`src/rtl/credit_on_off_tracker_pkg.sv`:
```
// Shared NoC types and sizing helpers for the credit on/off tracker.
package credit_on_off_tracker_pkg;

  typedef enum logic [1:0] {
    IDLE   = 2'd0,
    ACTIVE = 2'd1,
    DRAIN  = 2'd2
  } vc_state_t;

  function automatic int cnt_width(input int depth);
    return $clog2(depth + 1);
  endfunction

  // Keeps the VC index at least one bit wide when M == 1.
  function automatic int vc_idx_width(input int m);
    return (m > 1) ? $clog2(m) : 1;
  endfunction

endpackage

```
`src/rtl/vc_credit_slot.sv`:
```
// One port/VC credit slot: counter, IDLE/ACTIVE/DRAIN FSM and sticky local error.
// NOC_ATOMIC_VC_EN: tail sends park the VC in DRAIN until every credit returns.
module vc_credit_slot
  import credit_on_off_tracker_pkg::*;
#(
  parameter int DEPTH = 4
) (
  input  logic clk,
  input  logic reset,
  input  logic send_i,
  input  logic tail_i,
  input  logic credit_i,
  output logic on_off_o,
  output logic vc_free_o,
  output logic error_o
);

  localparam int             CW   = cnt_width(DEPTH);
  localparam logic [CW-1:0]  FULL = CW'(DEPTH);
  localparam logic [CW-1:0]  ONE  = CW'(1);

`ifdef NOC_ATOMIC_VC_EN
  localparam vc_state_t TAIL_STATE = DRAIN;
`else
  localparam vc_state_t TAIL_STATE = IDLE;
`endif

  logic [CW-1:0] cnt_q, cnt_d;
  vc_state_t     state_q, state_d;
  logic          err_q, err_d;
  logic          blocked;

  always_comb begin
    // NOTE: every output of this block gets a default first, so no path can infer a latch.
    cnt_d   = cnt_q;
    state_d = state_q;
    err_d   = err_q;
    // A send with no credit left is dropped: counter and state stay put.
    blocked = send_i && !credit_i && (cnt_q == '0);

    if (send_i && !credit_i) begin
      if (cnt_q == '0) err_d = 1'b1;
      else             cnt_d = cnt_q - ONE;
    end else if (credit_i && !send_i) begin
      if (cnt_q == FULL) err_d = 1'b1;
      else               cnt_d = cnt_q + ONE;
    end

    unique case (state_q)
      IDLE:   if (send_i && !blocked) state_d = tail_i ? TAIL_STATE : ACTIVE;
      ACTIVE: if (send_i && !blocked && tail_i) state_d = TAIL_STATE;
      DRAIN: begin
        if (send_i)              err_d   = 1'b1;
        else if (cnt_d == FULL)  state_d = IDLE;
      end
      default: state_d = IDLE;
    endcase
  end

  always_ff @(posedge clk or posedge reset) begin
    // NOTE: state updates use non-blocking assignments so all slots see pre-edge values.
    if (reset) begin
      cnt_q   <= FULL;
      state_q <= IDLE;
      err_q   <= 1'b0;
    end else begin
      cnt_q   <= cnt_d;
      state_q <= state_d;
      err_q   <= err_d;
    end
  end

  assign on_off_o  = (cnt_q == '0);
  assign vc_free_o = (state_q == IDLE);
  assign error_o   = err_q;

endmodule

```
`src/rtl/credit_on_off_tracker.sv`:
```
// Per-port/VC credit tracker driving allocator on_off and vc_free; sticky error flag.
// NOC_ATOMIC_VC_EN selects atomic VC reallocation (see vc_credit_slot).
module credit_on_off_tracker
  import credit_on_off_tracker_pkg::*;
#(
  parameter int N     = 5,
  parameter int M     = 4,
  parameter int DEPTH = 4
) (
  input  logic                                  clk,
  input  logic                                  reset,
  input  logic [N-1:0][M-1:0]                   flit_sent,
  input  logic [N-1:0]                          flit_tail,
  input  logic [N-1:0]                          credit_valid,
  input  logic [N-1:0][vc_idx_width(M)-1:0]     credit_vc,
  output logic [N-1:0][M-1:0]                   on_off,
  output logic [N-1:0][M-1:0]                   vc_free,
  output logic                                  error
);

  localparam int VCW = vc_idx_width(M);

  logic [N-1:0][M-1:0] slot_err;
  logic                multi_q, multi_d;

  for (genvar p = 0; p < N; p++) begin : g_port
    for (genvar v = 0; v < M; v++) begin : g_vc
      logic credit_hit;
      assign credit_hit = credit_valid[p] && (credit_vc[p] == VCW'(v));

      vc_credit_slot #(.DEPTH(DEPTH)) u_slot (
        .clk       (clk),
        .reset     (reset),
        .send_i    (flit_sent[p][v]),
        .tail_i    (flit_tail[p]),
        .credit_i  (credit_hit),
        .on_off_o  (on_off[p][v]),
        .vc_free_o (vc_free[p][v]),
        .error_o   (slot_err[p][v])
      );
    end
  end

  // x & (x-1) is non-zero exactly when more than one VC on a port sends at once.
  always_comb begin
    multi_d = multi_q;
    for (int p = 0; p < N; p++) begin
      if ((flit_sent[p] & (flit_sent[p] - {{(M-1){1'b0}}, 1'b1})) != '0) multi_d = 1'b1;
    end
  end

  always_ff @(posedge clk or posedge reset) begin
    if (reset) multi_q <= 1'b0;
    else       multi_q <= multi_d;
  end

  assign error = multi_q | (|slot_err);

endmodule

```
`config.mk`:
```
export PLATFORM = sky130hd
export DESIGN_NAME = credit_on_off_tracker
export DESIGN_NICKNAME = d
export VERILOG_FILES = /design/src/rtl/credit_on_off_tracker_pkg.sv /design/src/rtl/vc_credit_slot.sv /design/src/rtl/credit_on_off_tracker.sv
export SDC_FILE = /design/constraint.sdc
export NUM_CORES = 1
export LEC_CHECK = 0
export ABC_AREA = 1
export BUFFER_PORTS_ARGS = -buffer_cell sky130_fd_sc_hd__buf_2
export CORE_MARGIN = 2
export CORE_UTILIZATION = 40
export CTS_BUF_LIST = sky130_fd_sc_hd__clkbuf_8
export DETAILED_ROUTE_END_ITERATION = 8
export GPL_ROUTABILITY_DRIVEN = 1
export PLACE_DENSITY = 0.7
export SLEW_MARGIN = 20
export SYNTH_ARGS = -nofsm -noshare
export SYNTH_HDL_FRONTEND = slang
export SYNTH_SLANG_ARGS = --single-unit
export TNS_END_PERCENT = 100
```
`constraint.sdc`:
```
create_clock -name clk -period 5.44 [get_ports clk]
set_clock_uncertainty 0.1 [all_clocks]
set_input_delay 1.632 -clock clk [delete_from_list [all_inputs] [get_ports clk]]
set_output_delay 1.632 -clock clk [all_outputs]
set_load 0.01 [all_outputs]
```
Word-level counts from Yosys, hierarchy flattened
Cells that the tools add are included.
{"block": "totals", "ff_bits": 121, "input_bits": 42, "output_inout_bits": 41, "wordCells": 849}
{"block": "classes", "add_sub_neg": 45, "eq_ne": 175, "muxes": 310, "bitwise_logic": 6, "reduce_logical": 252}
{"op": "3-bit 2-to-1 mux", "n": 80}
{"op": "2-bit 2-to-1 mux", "n": 80}
{"op": "1-bit 2-to-1 mux", "n": 130}
{"op": "3-bit equality test (second input constant)", "n": 40}
{"op": "1-bit logical AND", "n": 120}
{"op": "2-bit one-hot mux with 3 select lines", "n": 20}
{"op": "2-bit by 1-bit inequality test with 1-bit output (second input constant)", "n": 40}
{"op": "2-bit inequality test (second input constant)", "n": 40}
{"op": "4-bit AND reduction", "n": 20}
{"op": "3-bit by 1-bit adder with 3-bit output (second input constant)", "n": 20}
{"op": "2-bit equality test (second input constant)", "n": 30}
{"op": "1-bit logical NOT", "n": 60}
{"op": "3-bit logical NOT", "n": 20}
{"op": "3-bit by 1-bit subtractor with 3-bit output (second input constant)", "n": 20}
{"op": "2-bit by 1-bit equality test with 1-bit output (second input constant)", "n": 25}
{"op": "2-bit logical NOT", "n": 25}
{"op": "4-bit AND", "n": 5}
{"op": "4-bit nonzero test", "n": 5}
{"op": "20-bit OR reduction", "n": 1}
{"op": "4-bit by 1-bit subtractor with 4-bit output (second input constant)", "n": 5}
{"op": "5-bit nonzero test", "n": 1}
{"op": "1-bit OR", "n": 1}

Logic depth before layout (Yosys ltp)
Gate-level depths: netlist (run 1).
{"block": "depth", "depth_word": 10, "depth_mapped": 10, "mapped_depth_nobuf": 10}

By module
From an unflattened synthesis (run 1), not the netlist that was laid out.
{"block": "hier_totals", "hier_cells": 935, "area_unflattened_um2": 6701.4}
{"mod": "vc_credit_slot at g_port[1].g_vc[2].u_slot ...", "n_inst": 14, "cells_each": 42, "area_per_inst_um2": 314.1, "seq_area_each_um2": 126.4}
{"mod": "vc_credit_slot at g_port[0].g_vc[0].u_slot ...", "n_inst": 6, "cells_each": 42, "area_per_inst_um2": 311.5, "seq_area_each_um2": 126.4}
{"mod": "credit_on_off_tracker", "n_inst": 1, "cells_each": 95, "area_per_inst_um2": 435.4, "seq_area_each_um2": 25.0}

Least setup slack after synthesis (run 1)
Ideal clock, no wire load.
{"block": "synth_timing", "kind": "in2reg", "startpoint": "input credit_vc[5] in the netlist's numbering", "endpoint": "register g_port[2].g_vc[0].u_slot.cnt_q[2]", "setup_ps": 75, "t_arrival_ps": 2659, "t_required_ps": 5265, "slack_ps": 2605, "path_stages": 8, "path_buffers": 0, "cell_sequence": "inv_1 nand3_1 ha_1 inv_2 fa_1 xor2_1 nand2_1 nand2_1"}
{"block": "synth_between", "elab_chain_cells": 5, "word_cells_on_any_way": 7, "classes_between": "2 x mux; 5 x reduce/logical"}
{"element": "start, declared", "line_no": "credit_on_off_tracker.sv:15", "text": "input logic [N-1:0][vc_idx_width(M)-1:0] credit_vc,"}
{"element": "2-bit logical NOT (*)", "line_no": "credit_on_off_tracker.sv:29", "text": "assign credit_hit = credit_valid[p] && (credit_vc[p] == VCW'(v));"}
{"element": "1-bit logical AND (*)", "line_no": "credit_on_off_tracker.sv:29"}
{"element": "1-bit logical AND or 1-bit logical NOT (tied branches)", "line_no": "vc_credit_slot.sv:44, vc_credit_slot.sv:41"}
{"element": "3-bit 2-to-1 mux or 1-bit logical AND (tied branches)", "line_no": "vc_credit_slot.sv:44, vc_credit_slot.sv:41"}
{"element": "3-bit 2-to-1 mux (*)", "line_no": "vc_credit_slot.sv:41", "text": "if (send_i && !credit_i) begin"}
{"element": "end signal, assigned", "line_no": "vc_credit_slot.sv:67", "text": "cnt_q <= cnt_d;"}
{"element": "end, declared", "line_no": "vc_credit_slot.sv:28", "text": "logic [CW-1:0] cnt_q, cnt_d;"}
Every way passes the cells marked *; elsewhere a longest branch is shown, timed or not.
A chain may end at the register's enable or synchronous reset.

Final worst setup path (run 1)
{"block": "layout_timing", "startpoint": "register g_port[0].g_vc[0].u_slot.err_q", "endpoint": "output error"}
{"block": "layout_between", "elab_chain_cells": 2}
{"element": "start, declared", "line_no": "vc_credit_slot.sv:30", "text": "logic err_q, err_d;"}
{"element": "start signal, assigned", "line_no": "vc_credit_slot.sv:69", "text": "err_q <= err_d;"}
{"element": "20-bit OR reduction", "line_no": "credit_on_off_tracker.sv:57", "text": "assign error = multi_q | (|slot_err);"}
{"element": "1-bit OR", "line_no": "credit_on_off_tracker.sv:57"}
{"element": "end, declared", "line_no": "credit_on_off_tracker.sv:18", "text": "output logic error"}
No other way between the ends.

==> impl_metrics.py, run 1 <==
metrics = {
    "die": {
        "core_mm2": 0.0164,
        "dieArea_mm2": 0.0176,
        "fp-row-count": 47,
        "fp.dieH_um": 133,
        "start_util_pct": 40.4,
        "ioPinCount": 83,
        "die_w_um": 133,
    },
    "timing": {
        "finalSetupViolCount": 0,
        "fmax_ghz": 0.323,
        "relSlewSlack_pct": 50.5,
        "period_share_pct": 56.9,
        "setup_tns_ns": 0,
        "final.min_clock_period_ns": 3.10,
        "fin_ws_ns": 2.34,
        "worstMarginPinSlew_ns": 0.742,
        "maxSlewViolCount": 0,
        "rsz0062_at_grt": "no",
        "hold_viol_final": 0,
    },
    "placed_design": {
        "pre_cts_slack_ns": 2.40,
        "place.gp.congestion": 0.795,
        "dp_hpwl_mm": 10.1,
        "dp_cells": 1133,
        "port_buffers": 82,
    },
    "routing": {
        "via_per_inst": 4.38,
        "ant_nets": 0,
        "vias": 5035,
        "drcViolationCount": 0,
        "routed_wl_mm": 12.7,
        "drtIter0Drc": 167,
        "first_pass_iters": 5,
        "wire_per_inst_um": 11.0,
    },
    "critical_path": {
        "reg2reg_depth": 5,
        "cp_data_arrival_time_ns": 1.37,
        "path_class": "flop to primary output",
        "crit_fanout": 2,
        "rr_endpoint": "g_port[4].g_vc[2].u_slot.cnt_q[2]$_DFFE_PP1P_",
        "crit_path_start_kind": "flop",
        "r2r-start": "g_port[4].g_vc[2].u_slot.cnt_q[0]$_DFFE_PP0P_",
        "crit_path_end_kind": "primary output",
        "cp.required_ns": 3.71,
        "r2r_slack_ns": 4.07,
    },
    "finish": {
        "final_cells": 1149,
        "multi_input_area_mm2": 0.00299,
        "synthToLayoutAreaGrowth_pct": 8.76,
        "n_fill_cell": 1658,
        "fin_nets": 1006,
        "seq_area_mm2": 0.00255,
        "drive_above_1_share_pct": 25.0,
        "n_antenna_cell": 0,
    },
    "clock_tree": {
        "path_clk_slew_ns": 0.10,
        "htree_levels": 3,
        "cts_made_buffers": 9,
        "postCtsHoldBufs": 0,
        "worst_skew_pair.late_latency_ns": 0.38,
        "ctsRootBufferMaster": "clkbuf_8",
        "cts_tree": "done",
        "clockBufferDepth": 2,
        "cts_sinks": 101,
        "post_cts_buffers": 0,
        "cts_resized": 0,
    },
    "grt": {
        "grt-ovfl-total": 0,
        "grt_max_degree": 82,
        "grt_pass1_vias": 4839,
        "antenna_found_initial": 0,
        "grt_util_all_layers_pct": 15.5,
        "grt_pass1_wl_mm": 22.0,
    },
    "synth": {
        "yosys_warnings": 0,
        "avgSynthCellArea_um2": 7.62,
        "synth_cells": 870,
        "synth.distinct_cells": 19,
        "yosysSeqAreaShare_pct": 38.5,
        "syn_area_mm2": 0.00663,
        "syn-num-nets": 952,
        "ys_ff_latch": 101,
    },
    "power_and_ir_drop": {
        "vdd_ir_drop_max_uv": 231,
        "leakagePower_nw": 4.06,
        "power_density_mw_per_mm2": 452,
        "power.total_mw": 3.26,
    },
    "worst_hold_path": {
        "min_path_cells": 2,
        "hold_class": "flop to flop",
        "hold_start": "g_port[1].g_vc[3].u_slot.error_o$_DFFE_PP0N_",
        "hold_path_end": "g_port[1].g_vc[3].u_slot.error_o$_DFFE_PP0N_",
    },
    "flow_run": {
        "drv_cap": 0,
    },
    "outcome": {
        "status": "complete, no violations",
    },
}
-- flip-flops by register name, indices dropped and copies added, names as in the netlist --
| register | count |
|---|---|
| g_port.g_vc.u_slot.cnt_q | 60 |
| g_port.g_vc.u_slot.error_o | 20 |
| g_port.g_vc.u_slot.state_q | 20 |
| multi_q | 1 |
-- stage by stage --
stage,cell area [um2],hold slack [ns],util (%)
2_1_floorplan,6630,0.327,-
3_3_place_gp,7020,0.345,42.8
3_5_place_dp,7020,0.351,42.8
4_1_cts,7210,0.375,43.9
5_1_grt,7210,0.391,43.9
6_report,7210,0.363,43.9
-- cell usage in the layout, fill, tap and decap left out, types with 10 or more instances in the layout --
cell type / instances
o21ai_1: 24
xor2_1: 20
clkbuf_8: 10
nand3_2: 20
nand2_2: 44
dfstp_2: 20
inv_2: 35
nor2_1: 21
nor3_1: 10
inv_1: 174
nor2_2: 13
nand2_1: 230
fa_1: 20
ha_1: 20
buf_2: 82
nand3_1: 45
o21ai_0: 47
dfrtp_1: 81
-- power by group --
part	switching (mW)	internal, mW
Sequential	0.204	1.07
Combinational	0.947	0.585
Clock	0.274	0.183
-- worst max-delay path: stages (launching register included) --
cell and delay [ns]:
dfrtp_1 0.38, inv_1 0.08, nand4_1 0.15, nor2_1 0.14, nand3_1 0.08, buf_2 0.15
-- kinds of logic (layout without fill, tap and decap cells) --
group	count (synthesis)	count (layout)	share of synthesized area [%]
compound gates	72	72	5.47
xor+xnor	20	20	2.64
fa+ha+maj	40	40	9.81
buf+inv	250	309	16.4
flops	101	101	38.5
simple gates	387	387	27.1
-- cell type report --
cell class	instances	share of cell area [%]
tap	220	3.82
multi-input combinational	519	41.4
timing repair buffer	83	5.80
clock buffer	10	1.91
sequential	101	35.4
clock inverter	6	0.625
inverter	210	11.0
-- layer usage --
| layer | vias to the layer above | GRT usage (%) | share of wire (%) |
|---|---|---|---|
| met5 | - | 0 | 0 |
| met4 | 0 | 4.12 | 1.2 |
| met3 | 9 | 4.10 | 4.3 |
| met2 | 78 | 24.9 | 45 |
| met1 | 2275 | 20.7 | 49 |
| li1 | 2673 | - | - |
-- Yosys cell counts --
master	count	area, um2
nand2_1	230	863
inv_1	175	657
dfrtp_1	81	2030
o21ai_0	47	235
nand3_1	45	225
nand2_2	44	275
buf_4	40	300
inv_2	35	131
o21ai_1	24	120
nor2_1	21	78.8
dfstp_2	20	526
fa_1	20	400
ha_1	20	250
nand3_2	20	200
xor2_1	20	175
nor2_2	13	81.3
nor3_1	10	50.1
nand4_1	4	25.0
o21a_1	1	7.51
-- worst max path at each step --
stage	startpoint	end	slack, ns
floorplan	reset	g_port[0].g_vc[0].u_slot.cnt_q[0]$_DFFE_PP0P_	1.09
global placement	reset	g_port[3].g_vc[0].u_slot.cnt_q[2]$_DFFE_PP1P_	2.41
detailed placement	credit_vc[0]	g_port[0].g_vc[2].u_slot.cnt_q[2]$_DFFE_PP1P_	2.40
CTS	g_port[0].g_vc[2].u_slot.error_o$_DFFE_PP0P_	error	2.28
global route	g_port[3].g_vc[3].u_slot.error_o$_DFFE_PP0N_	error	2.19
finish	g_port[0].g_vc[0].u_slot.error_o$_DFFE_PP0P_	error	2.34
Note: power is estimated with default switching activity, not from simulation.
==> inputs of run 2 (changes only) <==
==> constraint.sdc (replaced) <==
create_clock -name clk -period 2.94 [get_ports clk]
set_clock_uncertainty 0.1 [all_clocks]
set_input_delay 0.882 -clock clk [delete_from_list [all_inputs] [get_ports clk]]
set_output_delay 0.882 -clock clk [all_outputs]
set_load 0.01 [all_outputs]
==> run 2 against run 1 <==
Cell count stayed put. Global-route usage is 0.21 points higher. Critical path type unchanged. Routed wire length is 1.7% higher. Critical endpoint unchanged. Flip-flop and latch count stayed put. First-iteration DRC count is 11% lower.
==> impl_metrics.py, run 2 (same netlist as run 1, synthesis figures left out) <==
metrics = {
    "outcome": {
        "status": "complete, no violations",
    },
    "finish": {
        "drive_above_1_share_pct": 25.0,
        "largest_reg_flops": 60,
        "final_area_mm2": 0.00726,
        "fin_nets": 1006,
        "synthToLayoutAreaGrowth_pct": 9.55,
        "largest-register": "g_port.g_vc.u_slot.cnt_q",
        "n_fill_cell": 1650,
        "n_antenna_cell": 0,
        "layout_commonest_cell": "nand2_1",
        "layout_common_cells": "nand2_1 (230), inv_1 (174), buf_2 (82)",
    },
    "grt": {
        "grt_max_degree": 102,
        "grt_pass1_vias": 5048,
        "grt_pass1_wl_mm": 22.3,
        "grt_util_all_layers_pct": 15.7,
        "grt-ovfl-total": 0,
        "antenna_found_initial": 0,
    },
    "die": {
        "fp.dieH_um": 133,
        "ioPinCount": 83,
        "dieArea_mm2": 0.0176,
        "start_util_pct": 40.4,
        "core_mm2": 0.0164,
        "die_w_um": 133,
        "fp-row-count": 47,
    },
    "routing": {
        "wire_per_inst_um": 11.2,
        "via_per_inst": 4.44,
        "drtIter0Drc": 149,
        "vias": 5106,
        "first_pass_iters": 6,
        "ant_nets": 0,
        "drcViolationCount": 0,
        "routed_wl_mm": 12.9,
    },
    "timing": {
        "period_share_pct": 82.4,
        "hold_viol_final": 0,
        "fmax_ghz": 0.413,
        "final.min_clock_period_ns": 2.42,
        "hold_ws_ns": 0.366,
        "relSlewSlack_pct": 59.1,
        "setup_tns_ns": 0,
        "maxSlewViolCount": 0,
        "finalSetupViolCount": 0,
        "rsz0062_at_grt": "no",
        "worstMarginPinSlew_ns": 0.614,
    },
    "clock_tree": {
        "post_cts_buffers": 0,
        "path_clk_slew_ns": 0.11,
        "worst_skew_pair.late_latency_ns": 0.39,
        "cts_tree": "done",
        "ctsRootBufferMaster": "clkbuf_8",
        "cts_made_buffers": 9,
        "htree_levels": 3,
        "cts_sinks": 101,
        "clockBufferDepth": 2,
        "postCtsHoldBufs": 0,
        "cts_resized": 0,
    },
    "critical_path": {
        "crit_family": "simple AND/OR/NAND/NOR gates",
        "reg2reg_depth": 5,
        "cp_num_buf_inv": 2,
        "cp_cell_sequence": "inv_1 -> nand4_1 -> nor2_1 -> nand3_1 -> buf_2",
        "crit_fanout": 2,
        "crit_start": "g_port[0].g_vc[0].u_slot.error_o$_DFFE_PP0P_",
        "crit_end": "error",
        "slowest_stage": "dfrtp_1",
        "path_class": "flop to primary output",
        "crit_path_start_kind": "flop",
        "r2r_slack_ns": 1.58,
        "rr_endpoint": "g_port[0].g_vc[1].u_slot.cnt_q[2]$_DFFE_PP1P_",
        "cp_data_arrival_time_ns": 1.44,
        "max_stage_delay_ns": 0.37,
        "crit_path_end_kind": "primary output",
        "r2r-start": "g_port[0].g_vc[1].u_slot.cnt_q[0]$_DFFE_PP0P_",
        "crit_cells": 5,
        "cp.required_ns": 1.96,
    },
    "placed_design": {
        "port_buffers": 82,
        "place_area_mm2": 0.00704,
        "place.gp.congestion": 0.834,
        "dp_hpwl_mm": 10.2,
    },
    "flow_run": {
        "drv_cap": 0,
    },
    "worst_hold_path": {
        "hold_class": "flop to flop",
    },
    "power_and_ir_drop": {
        "vdd_ir_drop_max_uv": 340,
        "leakagePower_nw": 4.07,
        "power_density_mw_per_mm2": 856,
    },
}
run 2: power breakdown:
group          internal (mW)  total, mW  switching [mW]
clock network          0.502       1.02           0.519
registers               1.97       2.34           0.371
logic                   1.09       2.85            1.76
run 2: area by class of cell:
class,count,area (um2),share of cell area (%)
clock inverters,6,86.3,1.19
clock buffers,10,138,1.90
inverters,210,792,10.9
flip-flops and latches,101,2550,35.1
multi-input cells,519,2990,41.1
well taps,220,275,3.79
repair buffers,83,430,5.93
run 2: layer usage:
metal	up-vias	GRT usage, %	routed length (um)
met5	-	0	0
met4	0	4.84	196
met3	17	3.75	456
met2	74	26.5	5930
met1	2333	19.9	6280
li1	2682	-	-
run 2: worst min-delay path by stage:
stage,startpoint,endpoint,cells after the start
final,g_port[2].g_vc[3].u_slot.error_o$_DFFE_PP0N_,g_port[2].g_vc[3].u_slot.error_o$_DFFE_PP0N_,2
after global routing,g_port[2].g_vc[3].u_slot.error_o$_DFFE_PP0N_,g_port[2].g_vc[3].u_slot.error_o$_DFFE_PP0N_,2
after CTS,g_port[2].g_vc[3].u_slot.error_o$_DFFE_PP0N_,g_port[2].g_vc[3].u_slot.error_o$_DFFE_PP0N_,2
after detailed placement,g_port[2].g_vc[3].u_slot.error_o$_DFFE_PP0N_,g_port[2].g_vc[3].u_slot.error_o$_DFFE_PP0N_,2
after global placement,g_port[1].g_vc[2].u_slot.error_o$_DFFE_PP0N_,g_port[1].g_vc[2].u_slot.error_o$_DFFE_PP0N_,2
after floorplan,g_port[0].g_vc[0].u_slot.error_o$_DFFE_PP0P_,g_port[0].g_vc[0].u_slot.error_o$_DFFE_PP0P_,2
run 2: metrics by stage:
stage | cells | setup slack, ns | utilization (%) | power [mW]
final | 1149 | 0.518 | 44.3 | 6.21
after global routing | 1149 | 0.417 | 44.3 | 6.88
after CTS | 1149 | 0.481 | 44.3 | 6.31
after detailed placement | 1133 | 0.638 | 42.9 | 5.26
after global placement | 1133 | 0.684 | 42.9 | 5.15
after floorplan | 870 | 0.771 | - | 4.80
run 2: worst min-delay path, delay by kind of cell (launching register included):
| kind | cells | cell delay (ns) |
|---|---|---|
| compound gates | 1 | 0.06 |
| buf+inv | 1 | 0.05 |
| flops | 1 | 0.33 |
==> inputs of run 3 (changes only) <==
--- a/config.mk
+++ b/config.mk
@@ -5,14 +5,14 @@
 export SDC_FILE = /design/constraint.sdc
 export NUM_CORES = 1
 export LEC_CHECK = 0
-export ABC_AREA = 1
+export ABC_AREA = 0
 export BUFFER_PORTS_ARGS = -buffer_cell sky130_fd_sc_hd__buf_2
 export CORE_MARGIN = 2
 export CORE_UTILIZATION = 40
 export CTS_BUF_LIST = sky130_fd_sc_hd__clkbuf_8
 export DETAILED_ROUTE_END_ITERATION = 8
 export GPL_ROUTABILITY_DRIVEN = 1
-export PLACE_DENSITY = 0.7
+export PLACE_DENSITY = 0.72
 export SLEW_MARGIN = 20
 export SYNTH_ARGS = -nofsm -noshare
 export SYNTH_HDL_FRONTEND = slang
==> constraint.sdc (replaced) <==
create_clock -name clk -period 2.1 [get_ports clk]
set_clock_uncertainty 0.1 [all_clocks]
set_input_delay 0.63 -clock clk [delete_from_list [all_inputs] [get_ports clk]]
set_output_delay 0.63 -clock clk [all_outputs]
set_load 0.01 [all_outputs]
==> run 3 against run 2 <==
The run now ends with negative setup slack left. Global-route usage grew 0.88 points. Critical path depth decreased by 1. Sequential power grew 55%.
==> impl_metrics.py, run 3 <==
metrics = {
    "routing": {
        "drcViolationCount": 0,
        "wire_per_inst_um": 13.3,
        "first_pass_iters": 5,
        "ant_nets": 0,
        "via_per_inst": 5.16,
        "vias": 5161,
        "drtIter0Drc": 302,
        "routed_wl_mm": 13.3,
    },
    "critical_path": {
        "crit_fanout": 2,
        "cp_cell_sequence": "nor4_2 -> nand4_1 -> or4_1 -> buf_2",
        "reg2reg_depth": 5,
        "cp_num_buf_inv": 1,
        "crit_path_end_kind": "primary output",
        "max_stage_delay_ns": 0.42,
        "crit_family": "simple AND/OR/NAND/NOR gates",
        "path_class": "flop to primary output",
        "slowest_stage": "dfrtp_1",
        "cp.required_ns": 1.37,
        "cp_data_arrival_time_ns": 1.78,
        "crit_path_start_kind": "flop",
        "crit_cells": 4,
    },
    "placed_design": {
        "dp_hpwl_mm": 10.1,
        "dp_cells": 985,
        "place.gp.congestion": 0.823,
        "port_buffers": 82,
        "place_area_mm2": 0.00706,
    },
    "worst_hold_path": {
        "hold_class": "input pin to asynchronous set/reset pin",
    },
    "finish": {
        "n_antenna_cell": 0,
        "drive_above_1_share_pct": 25.9,
        "final_area_mm2": 0.00730,
        "layout_commonest_cell": "inv_1",
        "fin_nets": 867,
        "final_cells": 1001,
        "synthToLayoutAreaGrowth_pct": 16.2,
        "largest_reg_flops": 60,
        "layout_common_cells": "inv_1 (126), buf_2 (82), dfrtp_1 (81)",
        "largest-register": "g_port.g_vc.u_slot.cnt_q",
    },
    "grt": {
        "grt_pass1_wl_mm": 22.0,
        "antenna_found_initial": 0,
        "grt_util_all_layers_pct": 16.5,
        "grt_pass1_vias": 4835,
        "grt_max_degree": 52,
        "grt-ovfl-total": 0,
    },
    "die": {
        "fp.dieH_um": 129,
        "ioPinCount": 83,
        "start_util_pct": 41.2,
        "dieArea_mm2": 0.0167,
        "core_mm2": 0.0153,
        "die_w_um": 129,
        "fp-row-count": 45,
    },
    "power_and_ir_drop": {
        "power.total_mw": 8.15,
        "leakagePower_nw": 3.39,
        "vdd_ir_drop_max_uv": 456,
        "power_density_mw_per_mm2": 1120,
    },
    "synth": {
        "synth.most_common_cell": "inv_1",
        "synth-edff-count": 0,
        "synth.distinct_cells": 34,
        "synthArstFlopShare_pct": 100,
        "synthFlopType": "dfrtp_1",
        "syn-num-nets": 776,
        "yosysTopAreaCell": "dfrtp_1",
        "synth.top_cell.area_share_pct": 32.3,
        "yosys-top-cells-count": "inv_1 (125), dfrtp_1 (81), o21ai_0 (76)",
        "synth_cells": 694,
        "yosys_warnings": 0,
        "ys_ff_latch": 101,
        "avgSynthCellArea_um2": 9.05,
        "syn_area_mm2": 0.00628,
        "yosysSeqAreaShare_pct": 40.6,
        "synth.area.top_cells": "dfrtp_1 (32%), dfstp_2 (8.4%), inv_1 (7.5%)",
    },
    "timing": {
        "hold_viol_final": 0,
        "relSlewSlack_pct": 74.0,
        "final.min_clock_period_ns": 2.51,
        "rsz0062_at_grt": "yes",
        "maxSlewViolCount": 0,
        "finalSetupViolCount": 1,
        "period_share_pct": 119,
        "fin_ws_ns": -0.407,
        "worstMarginPinSlew_ns": 0.386,
        "fmax_ghz": 0.399,
    },
    "clock_tree": {
        "cts_made_buffers": 9,
        "worst_skew_pair.late_latency_ns": 0.38,
        "clockBufferDepth": 2,
        "htree_levels": 3,
        "path_clk_slew_ns": 0.10,
        "post_cts_buffers": 0,
        "cts_sinks": 101,
        "ctsRootBufferMaster": "clkbuf_8",
        "cts_tree": "done",
    },
    "outcome": {
        "violations": "negative setup slack",
        "status": "finished with violations",
    },
    "flow_run": {
        "drv_cap": 0,
    },
}
## run 3: path summary, 6_finish.rpt
path	from	end	slack, ns
max	g_port[1].g_vc[3].u_slot.error_o$_DFFE_PP0N_	error	-0.41
min	reset	g_port[2].g_vc[1].u_slot.cnt_q[0]$_DFFE_PP0P_	0.23
max reg2reg	g_port[1].g_vc[2].u_slot.cnt_q[0]$_DFFE_PP0P_	g_port[1].g_vc[2].u_slot.cnt_q[2]$_DFFE_PP1P_	0.31
min reg2reg	g_port[3].g_vc[3].u_slot.error_o$_DFFE_PP0N_	g_port[3].g_vc[3].u_slot.error_o$_DFFE_PP0N_	0.36
max in group asynchronous	reset	g_port[0].g_vc[2].u_slot.cnt_q[2]$_DFFE_PP1P_	1.36
min in group clk	g_port[3].g_vc[3].u_slot.error_o$_DFFE_PP0N_	g_port[3].g_vc[3].u_slot.error_o$_DFFE_PP0N_	0.36
## run 3: where the power goes
| part | internal [mW] | leakage (nW) | total (mW) | switching (mW) |
|---|---|---|---|---|
| clock | 0.415 | 0.0888 | 1.09 | 0.679 |
| sequential | 2.75 | 1.10 | 3.63 | 0.873 |
| combinational | 1.53 | 2.20 | 3.43 | 1.90 |
## run 3: kinds of logic (layout without fill, tap and decap cells)
family,after synthesis,count (layout),share of synthesized area (%)
AO/OA/AOI/OAI,223,223,22.1
XOR/XNOR,20,20,2.79
adder cells (fa/ha/maj),42,42,10.7
buffers and inverters,165,261,12.2
flip-flops,101,101,40.6
multiplexers,5,5,0.797
AND/OR/NAND/NOR,138,138,10.7
## run 3: layer usage
layer | global-route usage (%) | up-vias | wire length, um
li1 | - | 2572 | -
met1 | 21.3 | 2481 | 6240
met2 | 27.0 | 91 | 6300
met3 | 3.84 | 17 | 531
met4 | 6.78 | 0 | 211
met5 | 0 | - | 0
## run 3: layout make-up
class                      instances  area (um2)
inverter                         125         473
fill                            1483        7950
tap                              211         264
timing repair buffer             120         721
clock inverter                     7        36.3
clock buffer                       9         124
multi-input combinational        428        3130
sequential                       101        2550
## run 3: tightest hold or removal path: stages
cell,delay [ns]
buf_2,0.11
clkinvlp_4,0.10
buf_12,0.26
## run 3: stage by stage
step | setup TNS, ns | util (%) | setup slack, ns | hold slack (ns)
2_1_floorplan | -0.0499 | - | -0.0250 | 0.319
4_1_cts | -0.469 | 47.6 | -0.469 | 0.222
3_5_place_dp | -3.86 | 46.2 | -0.222 | 0.340
6_report | -0.407 | 47.9 | -0.407 | 0.228
5_1_grt | -0.513 | 47.9 | -0.513 | 0.241
3_3_place_gp | -2.94 | 46.2 | -0.159 | 0.338
## run 3: repair_timing
| item | 4_1_cts | 5_1_grt |
|---|---|---|
| pin swaps | 1 | 0 |
| setup endpoints to repair | 5 | 8 |
| hold buffers | 0 | 0 |
| hold endpoints to repair | 0 | 0 |
| gates cloned | 0 | 0 |
| gates resized for setup | 7 | 9 |
